===== src/rtl/lcd_timing_gen.sv =====
// rtl/lcd_timing_gen.sv - raster timing generator for the 480x272 TFT panel
module lcd_timing_gen #(
  parameter int H_SYNC     = 41,
  parameter int H_DE_START = 44,
  parameter int H_ACTIVE   = 480,
  parameter int H_TOTAL    = 528,
  parameter int V_SYNC     = 10,
  parameter int V_DE_START = 13,
  parameter int V_ACTIVE   = 272,
  parameter int V_TOTAL    = 288
) (
  input  logic       clk,
  input  logic       rst,
  input  logic       ce,
  output logic [9:0] hcnt,
  output logic [9:0] vcnt,
  output logic       de,
  output logic       hsync_n,
  output logic       vsync_n,
  output logic [8:0] pix_x,
  output logic [8:0] pix_y,
  output logic       frame_tick,
  output logic       line_tick
);

  // Window bounds are kept 11 bits wide so a window ending exactly at 1024 still compares correctly.
  localparam logic [9:0]  H_LAST  = 10'(H_TOTAL - 1);
  localparam logic [9:0]  V_LAST  = 10'(V_TOTAL - 1);
  localparam logic [10:0] H_SY    = 11'(H_SYNC);
  localparam logic [10:0] V_SY    = 11'(V_SYNC);
  localparam logic [10:0] H_DS    = 11'(H_DE_START);
  localparam logic [10:0] H_DE    = 11'(H_DE_START + H_ACTIVE);
  localparam logic [10:0] V_DS    = 11'(V_DE_START);
  localparam logic [10:0] V_DE    = 11'(V_DE_START + V_ACTIVE);
  localparam logic [10:0] V_BLANK = 11'(V_DE_START + V_ACTIVE);

  logic [9:0] h_nxt;
  logic [9:0] v_nxt;
  logic       wrap;
  logic       de_nxt;
  logic [8:0] px_nxt;
  logic [8:0] py_nxt;
  logic       ft_nxt;

  // Next raster position and every level derived from it, so outputs never lag the counters.
  always_comb begin
    wrap   = 1'b0;
    h_nxt  = hcnt + 10'd1;
    v_nxt  = vcnt;
    if (hcnt == H_LAST) begin
      wrap  = 1'b1;
      h_nxt = '0;
      v_nxt = (vcnt == V_LAST) ? '0 : vcnt + 10'd1;
    end
    de_nxt = ({1'b0, h_nxt} >= H_DS) && ({1'b0, h_nxt} < H_DE) &&
             ({1'b0, v_nxt} >= V_DS) && ({1'b0, v_nxt} < V_DE);
    px_nxt = de_nxt ? 9'({1'b0, h_nxt} - H_DS) : '0;
    py_nxt = de_nxt ? 9'({1'b0, v_nxt} - V_DS) : '0;
    ft_nxt = wrap && ({1'b0, v_nxt} == V_BLANK);
  end

  // Raster registers: reset wins over ce, ticks only fire on an advancing edge.
  always_ff @(posedge clk) begin
    if (rst) begin
      hcnt       <= '0;
      vcnt       <= '0;
      de         <= 1'b0;
      hsync_n    <= 1'b0;
      vsync_n    <= 1'b0;
      pix_x      <= '0;
      pix_y      <= '0;
      frame_tick <= 1'b0;
      line_tick  <= 1'b0;
    end else if (ce) begin
      hcnt       <= h_nxt;
      vcnt       <= v_nxt;
      de         <= de_nxt;
      hsync_n    <= !({1'b0, h_nxt} < H_SY);
      vsync_n    <= !({1'b0, v_nxt} < V_SY);
      pix_x      <= px_nxt;
      pix_y      <= py_nxt;
      frame_tick <= ft_nxt;
      line_tick  <= wrap;
    end else begin
      frame_tick <= 1'b0;
      line_tick  <= 1'b0;
    end
  end

endmodule


===== config.mk =====
export PLATFORM = sky130hd
export DESIGN_NAME = lcd_timing_gen
export DESIGN_NICKNAME = d
export VERILOG_FILES = /design/src/rtl/lcd_timing_gen.sv
export SDC_FILE = /design/constraint.sdc
export NUM_CORES = 1
export LEC_CHECK = 0
export BUFFER_PORTS_ARGS = -buffer_cell sky130_fd_sc_hd__buf_2
export CAP_MARGIN = 30
export CORE_ASPECT_RATIO = 1.1
export CORE_MARGIN = 5
export CORE_UTILIZATION = 30
export DETAILED_ROUTE_END_ITERATION = 12
export HOLD_SLACK_MARGIN = 0.15
export PLACE_DENSITY = 0.46
export SLEW_MARGIN = 0
export SYNTH_ARGS = -nofsm -noshare
export SYNTH_HDL_FRONTEND = slang
export SYNTH_SLANG_ARGS = --single-unit

===== constraint.sdc =====
create_clock -name clk -period 8.25 [get_ports clk]
set_input_delay 0.4125 -clock clk [delete_from_list [all_inputs] [get_ports clk]]
set_output_delay 0.4125 -clock clk [all_outputs]
set_load 0.01 [all_outputs]

-- After elaboration in Yosys (flattened, before gate mapping)
Cells that the tools add are included.
- output and inout port bits: 43
- register bits: 43
- multiplexer cells: 6
- $lt $le $gt $ge: 6
- add/subtract/negate cells: 4
- bitwise operators: 1
- reductions and logical operators: 7
- equal/unequal tests: 3
- operator list (cell ; number):
    $mux 10 ; 3
    $add 10x1->10 const B ; 2
    $eq 10x9->1 const B ; 2
    $mux 9 ; 2
    $eq 10x10->1 const B ; 1
    $ge 10x4->1 const B ; 1
    $ge 10x6->1 const B ; 1
    $lt 10x10->1 const B ; 1
    $lt 10x4->1 const B ; 1
    $lt 10x6->1 const B ; 1
    $lt 10x9->1 const B ; 1
    $sub 9x4->9 const B ; 1
    $sub 9x6->9 const B ; 1
    $logic_and 1x1->1 ; 4
    $logic_not 1->1 ; 2
    $reduce_or 2->1 ; 1
    $mux 1 ; 1
    $not 1->1 ; 1

-- Logic depth before layout (Yosys ltp)
- depth after elaboration: 7
- mapped depth: 16

-- Worst setup path after synthesis
OpenSTA, ideal clock, no wires.
- path type: register -> register
- start: reg hcnt[7]
- end: reg pix_x[5]
- setup slack: 4.471 ns
- library setup time: 0.067 ns
- clock period less this slack: 3.779 ns
- cell stages (with the launch flop): 16
- data arrival time: 3.712 ns
- required time: 8.183 ns
- cell sequence: dfxtp_1 buf_6 or4b_1 buf_2 nor3_1 clkbuf_1 mux2i_1 ha_1 nor4_1 o21ai_0 a21oi_1 a31o_1 or4_4 buf_6 buf_12 o21ai_2
- longest elaborated chain between the ends: 7
- ends and longest elaborated chain (item ; RTL line ; text):
    start: declaration ; 15 ; output logic [9:0] hcnt,
    start signal: assignment ; 75 ; hcnt <= h_nxt;
    $add 10x1->10 or $eq 10x10->1 (tied branches) ; 48, 50 ;
    $mux 10 ; 50 ; if (hcnt == H_LAST) begin
    $ge 10x6->1 or $lt 10x10->1 (tied branches) ; 55 ; de_nxt = ({1'b0, h_nxt} >= H_DS) && ({1'b0, h_nxt} < H_DE) &&
    $logic_and 1x1->1 (2 in a row) ; 55 ;
    $logic_and 1x1->1 ; 56 ; ({1'b0, v_nxt} >= V_DS) && ({1'b0, v_nxt} < V_DE);
    $mux 9 (*) ; 57 ; px_nxt = de_nxt ? 9'({1'b0, h_nxt} - H_DS) : '0;
    end signal: assignment ; 80 ; pix_x <= px_nxt;
    end: declaration ; 20 ; output logic [8:0] pix_x,
Mark *: on every way between the ends. The rest lies on a longest branch, timed or not.
A chain may end at the register's enable or synchronous reset.

-- Worst setup path after layout
- start: reg vcnt[0]
- end: reg pix_x[0]
- longest elaborated chain between the ends: 7
- ends and longest elaborated chain (item ; RTL line ; text):
    start: declaration ; 16 ; output logic [9:0] vcnt,
    start signal: assignment ; 76 ; vcnt <= v_nxt;
    $add 10x1->10 or $eq 10x9->1 (tied branches) ; 53 ; v_nxt = (vcnt == V_LAST) ? '0 : vcnt + 10'd1;
    $mux 10 ; 53 ;
    $mux 10 (*) ; 50 ;
    $ge 10x4->1 ; 56 ;
    $logic_and 1x1->1 ; 55 ;
    $logic_and 1x1->1 (*) ; 56 ;
    $mux 9 (*) ; 57 ;
Marks and branches as above.

==> flow_summary.ini <==
[status]
status = completed

[flow_run]
cap_violations = 0

[die]
dieArea_sq_mm = 0.01033
ios = 46
coreArea_sq_mm = 0.008277
rows = 35
start_util_pct = 30.43
die_w_microns = 97.37
die_y_microns = 106.1

[synth]
synthTopCellsByCount = 43 x dfxtp_1, 36 x nand2_1, 35 x nor2_1
yosys.area.top_type_share_pct = 34.18
syn_nets = 321
synthesis.area_sq_mm = 0.002519
yosys.area.top_type = dfxtp_1
yosys_warnings = 0
syn_inst = 311
syn_avg_cell_area_sq_um = 8.099
seq_area_frac_synth_pct = 34.18
synthDistinctLibCells = 51
ys.flop_type = dfxtp_1
synth_edf_count = 0
synth.most_common_cell = dfxtp_1
ys_seq_elements = 43
async_flop_share_pct = 0
synth.area.top_cells = dfxtp_1 34%, nand2_1 5.4%, nor2_1 5.2%, xor2_1 5.2%, xnor2_1 4.9%

[setup_path]
crit_type = register to register
ff2ff_setup_slack_ns = 4.12
cp.arrival_ns = 4.34
cp_max_fo = 17
required_ns = 8.47
cp-end-kind = register
startpoint_type = register

[detailed_routing]
drtPass1Iterations = 4
vias_per_cell = 5.013
wl_per_cell_microns = 14.69
wl_microns = 6627
antenna_left = 0
drc = 0
via_count = 2261
drt_iter0_drc = 120

[clock_network]
ctsHoldBuffers = 0
insertion_delay_ns = 0.30
cts_root_buf = clkbuf_8
clockBufferDepth = 2
cts_tree = yes
post_cts_buffers = 0
numCtsBuffers = 5
cts_resized = 0
cts_sinks = 43
ctsHtreeMaxLevel = 2
clk_pin_slew_ns = 0.08

[global_routing]
grt.total_usage_pct = 13.27
grt_pass1_vias = 2176
grt_pass1_wl_microns = 11260
antenna_found_initial = 0
grt_overflow = 0
grt_max_degree = 40

[layout]
final_net_count = 349
num-fill-cells = 892
multiInputGateArea_sq_mm = 0.001501
final_cells = 451
register_area_sq_um = 860.8
num_antenna_cells = 0
drive_gt1_share_pct = 22.35
areaGrowthSynthToFinish_pct = 13.41

[sta]
drv_slew = 0
slew_headroom_pct = 42.60
whs_ns = 0.4418
min_period_over_period_pct = 50.02
hold_viol = 0
layout_setup_ws_ns = 4.123
tns_ns = 0
rsz0062_at_grt = false
skew_ns = 0.006345
max_clock_freq_mhz = 242.3
tightest_slew_ns = 0.8531
setup_viol = 0
min_period_ns = 4.127

[power_and_ir_drop]
switching_share_pct = 25.71
p_leak_nw = 1.153
power_density_mw_per_mm2 = 143.3
share_comb_of_total_power_pct = 10.0
power_mw = 0.4093
max-vdd-ir-drop_v = 0.00005441
p_seq_share_pct = 53.5
internal_power_mw = 0.3041
p_sw_mw = 0.1052
clockPowerShare_pct = 36.4

[placed_design]
dp_hpwl_microns = 4911
placed_cells_incl_taps = 443
place_ws_ns = 4.158
globalplace.congestion = 0.7659
port_buffers = 45

[hold_path]
min_path_type = register to register
## power groups by stage
stage	clock network, mW	registers (mW)	logic (mW)
floorplan	0	0.222	0.0299
global placement	0	0.224	0.0415
detailed placement	0	0.224	0.0415
CTS	0.157	0.219	0.0417
global route	0.167	0.220	0.0457
finish	0.149	0.219	0.0411
## worst paths after layout
path                start  endpoint  depth (start not counted)
setup / recovery  vcnt[0]  pix_x[0]                         12
setup reg to reg  vcnt[0]  pix_x[0]                         12
hold reg to reg        de        de                          2
hold / removal         de        de                          2
## worst max-delay path: stages, from the launching register on
cell and delay, ns:
dfxtp_1 0.53, ha_1 0.44, nand2_1 0.13, nor4_1 0.75
nor3_1 0.09, a21oi_1 0.34, ha_1 0.29, nor4_1 0.09
o21ai_0 0.18, a21oi_1 0.08, a31o_1 0.24, or4_4 0.66
o31ai_1 0.22
## metrics by stage
stage | instance area (sq um) | utilization (%)
finish | 2856 | 34.51
global route | 2856 | 34.51
floorplan | 2519 | -
CTS | 2856 | 34.51
detailed placement | 2756 | 33.30
global placement | 2749 | 33.21
## kinds of logic after synthesis
group	Yosys count	share of synthesized area (%)
multiplexers	7	2.881
flip-flops	43	34.18
AND/OR/NAND/NOR	136	27.42
AO/OA/AOI/OAI	59	15.75
buffers and inverters	30	6.209
XOR/XNOR	29	10.08
adder cells (fa/ha/maj)	7	3.477
## flip-flops by register name, indices dropped and copies added (netlist names)
name,flops
vcnt,10
line_tick,1
vsync_n,1
frame_tick,1
pix_x,9
hsync_n,1
hcnt,10
pix_y,9
de,1
## layout by cell type (no fill, tap or decap), drive strengths merged, types with 5 or more instances in the layout
| master | n |
|---|---|
| buf | 47 |
| dfxtp | 43 |
| nand2 | 36 |
| nor2 | 35 |
| o21ai | 25 |
| xor2 | 15 |
| xnor2 | 14 |
| nand3 | 13 |
| a21oi | 12 |
| and3 | 11 |
| a211oi | 9 |
| nor4 | 8 |
| nand4 | 8 |
| clkbuf | 8 |
| ha | 7 |
| nor3 | 5 |
| mux2i | 5 |
| or3 | 5 |
## area by class of cell
type | instances | area share, %
Sequential cell | 43 | 30.14
Multi-Input combinational cell | 238 | 52.56
Clock buffer | 8 | 3.504
Tap cell | 111 | 4.862
Inverter | 4 | 0.5256
Timing Repair Buffer | 47 | 8.410
## metal layers
metal	vias up	GRT usage (%)	part of all wire, %
met5	-	0	0
met4	0	4.649	1.4
met3	7	3.084	5.1
met2	61	20.47	45
met1	1048	18.13	49
li1	1145	-	-
No activity file was read; power rests on OpenSTA's default activity.
